File: src/rtl/clk_div_ctrl.sv
// Programmable CPU clock generator: fast / slow / single-step / halt modes.
// CLK_CPU comes straight from a flop; mode changes only take effect at period boundaries.
module clk_div_ctrl #(
  parameter int unsigned DIV_W     = 16,
  parameter int unsigned FAST_HALF = 2,
  parameter int unsigned CNT_W     = 32
) (
  input  logic             clk_i,
  input  logic             rst_n_i,
  input  logic [1:0]       mode_i,
  input  logic [DIV_W-1:0] div_i,
  input  logic             step_btn_i,
  output logic             clk_cpu_o,
  output logic             clk_en_o,
  output logic [CNT_W-1:0] cycle_cnt_o,
  output logic             busy_o,
  output logic [1:0]       state_o
);

  typedef enum logic [1:0] {
    ST_IDLE = 2'd0,
    ST_HIGH = 2'd1,
    ST_LOW  = 2'd2
  } state_e;

  localparam logic [1:0] MODE_FAST = 2'd0;
  localparam logic [1:0] MODE_SLOW = 2'd1;
  localparam logic [1:0] MODE_STEP = 2'd2;
  localparam logic [1:0] MODE_HALT = 2'd3;

  localparam logic [DIV_W-1:0] FAST_H   = DIV_W'(FAST_HALF - 1);
  localparam logic [DIV_W-1:0] HCNT_ONE = DIV_W'(1);
  localparam logic [CNT_W-1:0] CNT_ONE  = CNT_W'(1);

  state_e           state_q;
  logic [DIV_W-1:0] hcnt_q;
  logic [DIV_W-1:0] div_q;
  logic [1:0]       mode_q;
  logic             clk_cpu_q;
  logic             clk_en_q;
  logic             busy_q;
  logic [CNT_W-1:0] cycle_cnt_q;

  logic [1:0]       step_sync_q;
  logic             step_prev_q;
  logic [2:0]       step_arm_q;

  logic [DIV_W-1:0] half;
  logic [DIV_W-1:0] hcnt_d;
  logic [CNT_W-1:0] cycle_cnt_d;
  logic             at_end;
  logic             run_req;
  logic             step_edge;
  logic             start_req;

  // The arm shift register keeps the edge detector blind until the synchroniser
  // and the previous-sample flop hold real button samples, so a button held
  // through reset release is seen as a level, not a fresh edge.
  always_ff @(posedge clk_i or negedge rst_n_i) begin
    if (!rst_n_i) begin
      step_sync_q <= 2'b00;
      step_prev_q <= 1'b0;
      step_arm_q  <= 3'b000;
    end else begin
      step_sync_q <= {step_sync_q[0], step_btn_i};
      step_prev_q <= step_sync_q[1];
      step_arm_q  <= {step_arm_q[1:0], 1'b1};
    end
  end

  assign step_edge = step_arm_q[2] & step_sync_q[1] & ~step_prev_q;

  always_comb begin
    half        = (mode_q == MODE_FAST) ? FAST_H : div_q;
    at_end      = (hcnt_q == half);
    hcnt_d      = hcnt_q + HCNT_ONE;
    cycle_cnt_d = cycle_cnt_q + CNT_ONE;
    run_req     = (mode_i == MODE_FAST) || (mode_i == MODE_SLOW);
    start_req   = run_req || ((mode_i == MODE_STEP) && step_edge);
  end

  always_ff @(posedge clk_i or negedge rst_n_i) begin
    if (!rst_n_i) begin
      state_q     <= ST_IDLE;
      hcnt_q      <= '0;
      div_q       <= '0;
      mode_q      <= MODE_HALT;
      clk_cpu_q   <= 1'b0;
      clk_en_q    <= 1'b0;
      busy_q      <= 1'b0;
      cycle_cnt_q <= '0;
    end else begin
      clk_en_q <= 1'b0;
      case (state_q)
        ST_IDLE: begin
          if (start_req) begin
            state_q     <= ST_HIGH;
            hcnt_q      <= '0;
            mode_q      <= mode_i;
            div_q       <= div_i;
            clk_cpu_q   <= 1'b1;
            clk_en_q    <= 1'b1;
            busy_q      <= 1'b1;
            cycle_cnt_q <= cycle_cnt_d;
          end
        end
        ST_HIGH: begin
          if (at_end) begin
            state_q   <= ST_LOW;
            hcnt_q    <= '0;
            clk_cpu_q <= 1'b0;
          end else begin
            hcnt_q <= hcnt_d;
          end
        end
        ST_LOW: begin
          if (at_end) begin
            hcnt_q <= '0;
            mode_q <= mode_i;
            div_q  <= div_i;
            // A step or halt request only ever lands here, after a full period.
            if (run_req) begin
              state_q     <= ST_HIGH;
              clk_cpu_q   <= 1'b1;
              clk_en_q    <= 1'b1;
              cycle_cnt_q <= cycle_cnt_d;
            end else begin
              state_q <= ST_IDLE;
              busy_q  <= 1'b0;
            end
          end else begin
            hcnt_q <= hcnt_d;
          end
        end
        default: begin
          state_q   <= ST_IDLE;
          hcnt_q    <= '0;
          clk_cpu_q <= 1'b0;
          busy_q    <= 1'b0;
        end
      endcase
    end
  end

  assign clk_cpu_o   = clk_cpu_q;
  assign clk_en_o    = clk_en_q;
  assign cycle_cnt_o = cycle_cnt_q;
  assign busy_o      = busy_q;
  assign state_o     = state_q;

endmodule

File: config.mk
export PLATFORM = sky130hd
export DESIGN_NAME = clk_div_ctrl
export DESIGN_NICKNAME = d
export VERILOG_FILES = /design/src/rtl/clk_div_ctrl.sv
export SDC_FILE = /design/constraint.sdc
export NUM_CORES = 1
export LEC_CHECK = 0
export ABC_AREA = 1
export CORE_UTILIZATION = 60
export DETAILED_ROUTE_END_ITERATION = 8
export GPL_ROUTABILITY_DRIVEN = 0
export HOLD_SLACK_MARGIN = 0.02
export PLACE_DENSITY = 0.88
export SYNTH_ARGS = -nofsm -noshare
export SYNTH_HDL_FRONTEND = slang
export SYNTH_SLANG_ARGS = --single-unit
File: constraint.sdc
create_clock -name clk_i -period 6.2 [get_ports clk_i]
set_clock_uncertainty 0.1 [all_clocks]
set_input_delay 1.24 -clock clk_i [delete_from_list [all_inputs] [get_ports clk_i]]
set_output_delay 1.24 -clock clk_i [all_outputs]
set_load 0.02 [all_outputs]
# --- Word-level counts from Yosys, hierarchy flattened ---
# Cells that the tools add are included.
totals:
  wordCells: 71
  in_bits: 21
  register_bits: 77
  output_inout_bits: 37
classes:
  mux: 31
  bitwise: 4
  eq_ne: 10
  reduce_logical: 13
  addsub: 2
ops:
  columns: ["op", "count"]
  rows:
  - ["32-bit 2-to-1 mux", 3]
  - ["16-bit 2-to-1 mux", 5]
  - ["16-bit one-hot mux with 2 select lines", 2]
  - ["32-bit one-hot mux with 2 select lines", 1]
  - ["32-bit by 1-bit adder with 32-bit output, second input constant", 1]
  - ["16-bit by 1-bit adder with 16-bit output, second input constant", 1]
  - ["16-bit equality test", 1]
  - ["4-bit AND reduction", 3]
  - ["1-bit 2-to-1 mux", 10]
  - ["2-bit 2-to-1 mux", 5]
  - ["2-bit inequality test, second input constant", 5]
  - ["2-bit zero test", 3]
  - ["1-bit one-hot mux with 3 select lines", 2]
  - ["2-bit one-hot mux with 3 select lines", 1]
  - ["3-bit AND reduction", 2]
  - ["2-bit by 1-bit equality test with 1-bit output, second input constant", 2]
  - ["2-bit equality test, second input constant", 2]
  - ["2-bit one-hot mux with 2 select lines", 1]
  - ["1-bit AND", 2]
  - ["1-bit logical OR", 2]
  - ["1-bit inverter", 2]
  - ["1-bit one-hot mux with 2 select lines", 1]
  - ["2-bit nonzero test", 1]
  - ["2-bit OR reduction", 1]
  - ["1-bit logical AND", 1]

# --- Depth between registers and ports, before layout ---
depth:
  word_depth: 6
  ltp_mapped: 16
  ltp_nobuf: 14

# --- Worst setup path after synthesis ---
# No wires, ideal clock.
synth_path:
  path_kind: "input-to-reg"
  start: "in mode_i[0]"
  end: "reg hcnt_q[11]"
  stages: 7
  setup_slack_ps: 3519
  setup_time_ps: 133
  n_path_buf: 3
  arrival_ps: 2448
  t_required_ps: 5967
  cell_sequence: "nor2_1 nand3_1 nand3_1 clkbuf_1 buf_1 clkbuf_1 a21oi_1"
synth_via:
  elab_chain_cells: 4
  elab_cells_between_ends: 7
  classes_between: "3 x eq/ne; 4 x reduce/logical"
synth_lines:
  columns: ["element", "line_no", "rtl"]
  rows:
  - ["start: declaration", "10", "input logic [1:0] mode_i,"]
  - ["2-bit by 1-bit equality test with 1-bit output (tied with other cells)", "78", "run_req = (mode_i == MODE_FAST) || (mode_i == MODE_SLOW);"]
  - ["1-bit logical OR or 1-bit logical AND (tied branches)", "78, 79", null]
  - ["1-bit logical OR *", "79", "start_req = run_req || ((mode_i == MODE_STEP) && step_edge);"]
  - ["2-bit inequality test (no source line) *", null, null]
  - ["end signal: assignment", "113", "hcnt_q <= hcnt_d;"]
  - ["end signal: assignment", "132", "hcnt_q <= hcnt_d;"]
  - ["end: declaration", "36", "logic [DIV_W-1:0] hcnt_q;"]
# Every way passes the cells marked *; elsewhere a longest branch is shown, timed or not.
# A chain may end at the register's enable or synchronous reset.

# --- Worst setup path after layout ---
layout_path:
  start: "in mode_i[0]"
  end: "reg cycle_cnt_q[1], in the netlist cycle_cnt_o[1]"
layout_via:
  elab_chain_cells: 5
  elab_cells_between_ends: 9
  classes_between: "4 x eq/ne; 5 x reduce/logical"
layout_lines:
  columns: ["element", "line_no", "rtl"]
  rows:
  - ["2-bit by 1-bit equality test with 1-bit output (tied with other cells)", "78", null]
  - ["1-bit logical OR or 1-bit logical AND (tied branches)", "78, 79", null]
  - ["1-bit logical OR", "79", null]
  - ["2-bit inequality test (no source line)", null, null]
  - ["4-bit AND reduction (no source line) *", null, null]
  - ["end signal: assignment", "104", "cycle_cnt_q <= cycle_cnt_d;"]
  - ["end signal: assignment", "126", "cycle_cnt_q <= cycle_cnt_d;"]
  - ["end: declaration", "42", "logic [CNT_W-1:0] cycle_cnt_q;"]
# Marked as above.

==> impl_metrics.py <==
metrics = {
    "outcome": {
        "status": "finished clean",
    },
    "sta": {
        "maxSlewHeadroom_pct": 36.6,
        "rsz0062_at_grt": "false",
        "fmax_ghz": 0.276,
        "worst_slack_ns": 2.58,
        "tns_ns": 0,
        "fin_crit_ns": 3.62,
        "tightest_slew_ns": 0.950,
        "slew_violations": 0,
        "setup_viol": 0,
        "timing.final.hold_violations": 0,
        "finalCritPeriodShare_pct": 58.4,
    },
    "global_routing": {
        "grt_pass1_wl_mm": 17.6,
        "antenna_found_initial": 0,
        "grt_max_degree": 86,
        "grt_pass1_vias": 3846,
        "track_usage_pct": 28.8,
        "overflow": 0,
    },
    "logic_synthesis": {
        "synth_most_common_cell": "nand2_1",
        "avgSynthCellArea_um2": 7.16,
        "netlist_instances": 637,
        "synth_area_leader_cell": "dfrtp_1",
        "synthArstFlopShare_pct": 100,
        "synth.area.top_cells": "dfrtp_1 (41%), nand2_1 (16%), nand3_1 (8.9%), nand4_1 (7.1%), inv_1 (6.2%)",
        "synth_common_cells": "nand2_1 (200), nand3_1 (81), dfrtp_1 (75), inv_1 (75), nand4_1 (52)",
        "ys.flop_type": "dfrtp_1",
        "syn-num-nets": 664,
        "synth_edf_count": 0,
        "yosysUniqueCellTypes": 27,
        "synth_top_area_share_pct": 41.2,
        "yosys_warnings": 0,
        "ys_seq_area_share_pct": 42.3,
        "ys_seq_elements": 77,
        "syn_area_mm2": 0.00456,
    },
    "critical_path": {
        "slowest_stage": "buf_4",
        "required_ns": 6.33,
        "end_kind": "flip-flop",
        "cp_slowest_stage_delay_ns": 0.56,
        "crit_family": "buffers and inverters",
        "critPathLaunchType": "input pin",
        "path_buf_inv": 4,
        "path_max_fanout": 61,
        "timing_worst_setup_path_type": "in -> reg",
        "worstPathArrival_ns": 3.75,
        "path_cells": "clkdlybuf4s50_1, nor2_1, nand3_1, nand3_1, buf_4, nand2_1, inv_2, buf_4, nand3_1, nand2_1, nand2_1",
    },
    "cells_and_area": {
        "drive_gt1_share_pct": 3.94,
        "syn2layout_area_growth_pct": 16.5,
        "final_nets": 708,
        "diodes": 0,
    },
    "place": {
        "preCtsSetupSlack_ns": 2.29,
        "io_buffers": 57,
        "hpwl_mm": 7.66,
    },
    "floorplanning": {
        "dieArea_mm2": 0.00795,
        "initial_core_util_pct": 62.5,
        "rows": 31,
        "core_area_mm2": 0.00729,
        "die_x_um": 89.2,
        "die_h_um": 89.2,
        "io_pins": 58,
    },
    "routing": {
        "drc": 0,
        "first_pass_iters": 5,
        "first_iter_violations": 435,
        "vias_per_cell": 5.67,
        "wl_per_cell_um": 13.9,
        "routed_wl_mm": 10.9,
        "antenna_left": 0,
        "via_count": 4453,
    },
    "clocking": {
        "root_buffer": "clkbuf_8",
        "cts_resized": 0,
        "clk_pin_slew_ns": 0.07,
        "cts_setup_buffers": 0,
        "cts_buffers": 9,
        "clkLatencyLatePin_ns": 0.34,
        "cts_hold_buf": 0,
        "cts_tree": "built",
        "cts_sinks": 77,
        "cts_max_path_buffers": 2,
        "htree_levels": 3,
    },
    "power": {
        "leakage_nw": 2.50,
        "switchingPower_mw": 0.755,
        "combPwrFrac_pct": 40.1,
        "seqPwrFrac_pct": 38.5,
        "clock_power_share_pct": 21.4,
        "vdd_ir_drop_max_mv": 0.229,
        "switching_share_pct": 41.8,
        "internal_power_mw": 1.05,
        "powerDensity_mw_per_mm2": 340,
    },
    "job": {
        "drv.max_cap_violation_count": 0,
    },
    "hold_path": {
        "worstHoldPathType": "reg -> reg",
    },
}
## routing by layer
layer	vias to the layer above	GRT usage [%]	part of all wire, %
met1	2098	40.1	45
met5	-	0	0
met3	9	6.56	6.2
met4	0	7.36	0.96
met2	187	46.0	48
li1	2159	-	-
## cell families (layout without fill, tap and decap cells)
logic type | count (synthesis) | after routing | share of synthesized area (%)
fa+ha+maj | 6 | 6 | 1.65
buf+inv | 103 | 152 | 9.83
flops | 77 | 77 | 42.3
other cells | 1 | 1 | 0.0823
compound gates | 25 | 25 | 2.74
simple gates | 411 | 411 | 40.7
xor+xnor | 14 | 14 | 2.69
## power by group through the flow
stage | logic (mW) | registers [mW] | clock network, mW
floorplan | 0.507 | 0.713 | 0
global placement | 0.684 | 0.700 | 0
detailed placement | 0.710 | 0.702 | 0
CTS | 0.716 | 0.695 | 0.395
global route | 0.805 | 0.710 | 0.417
finish | 0.725 | 0.696 | 0.387
## path summary, 6_finish.rpt
check                          startpoint             end  slack (ns)  depth (start not counted)
min in group asynchronous         rst_n_i        div_q[4]        0.95                          1
min                        step_sync_q[0]  step_sync_q[1]        0.25                          0
min reg2reg                step_sync_q[0]  step_sync_q[1]        0.25                          0
max                             mode_i[0]  cycle_cnt_o[1]        2.58                         11
max reg2reg                     mode_q[1]        div_q[1]        3.12                         13
max in group asynchronous         rst_n_i  cycle_cnt_o[1]        4.45                          1
## sequential cells by signal, indices dropped and copies added (netlist names), 2 cells and up
signal and count:
cycle_cnt_o 32, div_q 16, hcnt_q 16, step_arm_q 3, mode_q 2, state_o 2, step_sync_q 2
## metrics by stage
step / cell area [um^2] / cells / utilization (%) / total power, mW / hold WS, ns
CTS: 5310 / 785 / 72.8 / 1.81 / 0.255
global placement: 5110 / 769 / 70.0 / 1.38 / 0.233
detailed placement: 5110 / 769 / 70.0 / 1.41 / 0.237
finish: 5310 / 785 / 72.8 / 1.81 / 0.251
floorplan: 4560 / 637 / - / 1.22 / 0.231
global route: 5310 / 785 / 72.8 / 1.93 / 0.259
## area by class of cell
class / count / area (um^2)
fillers: 600 / 1980
repair buffers: 59 / 583
flip-flops and latches: 77 / 1930
inverters: 77 / 289
clock buffers: 13 / 159
multi-input cells: 457 / 2180
clock inverters: 3 / 43.8
well taps: 99 / 124
## cells in the final DEF, fill, tap and decap left out, drive strengths merged, types with 6 or more instances in the layout
| master | netlist | routed |
|---|---|---|
| nand3 | 81 | 81 |
| o21ai | 14 | 14 |
| clkdlybuf4s50 | 0 | 56 |
| nand4 | 52 | 52 |
| ha | 6 | 6 |
| clkbuf | 9 | 13 |
| nor3 | 22 | 22 |
| dfrtp | 75 | 75 |
| nand2 | 204 | 204 |
| a21oi | 11 | 11 |
| nor2 | 45 | 45 |
| xor2 | 14 | 14 |
| inv | 77 | 77 |
Power figures use the tool's default switching activity.
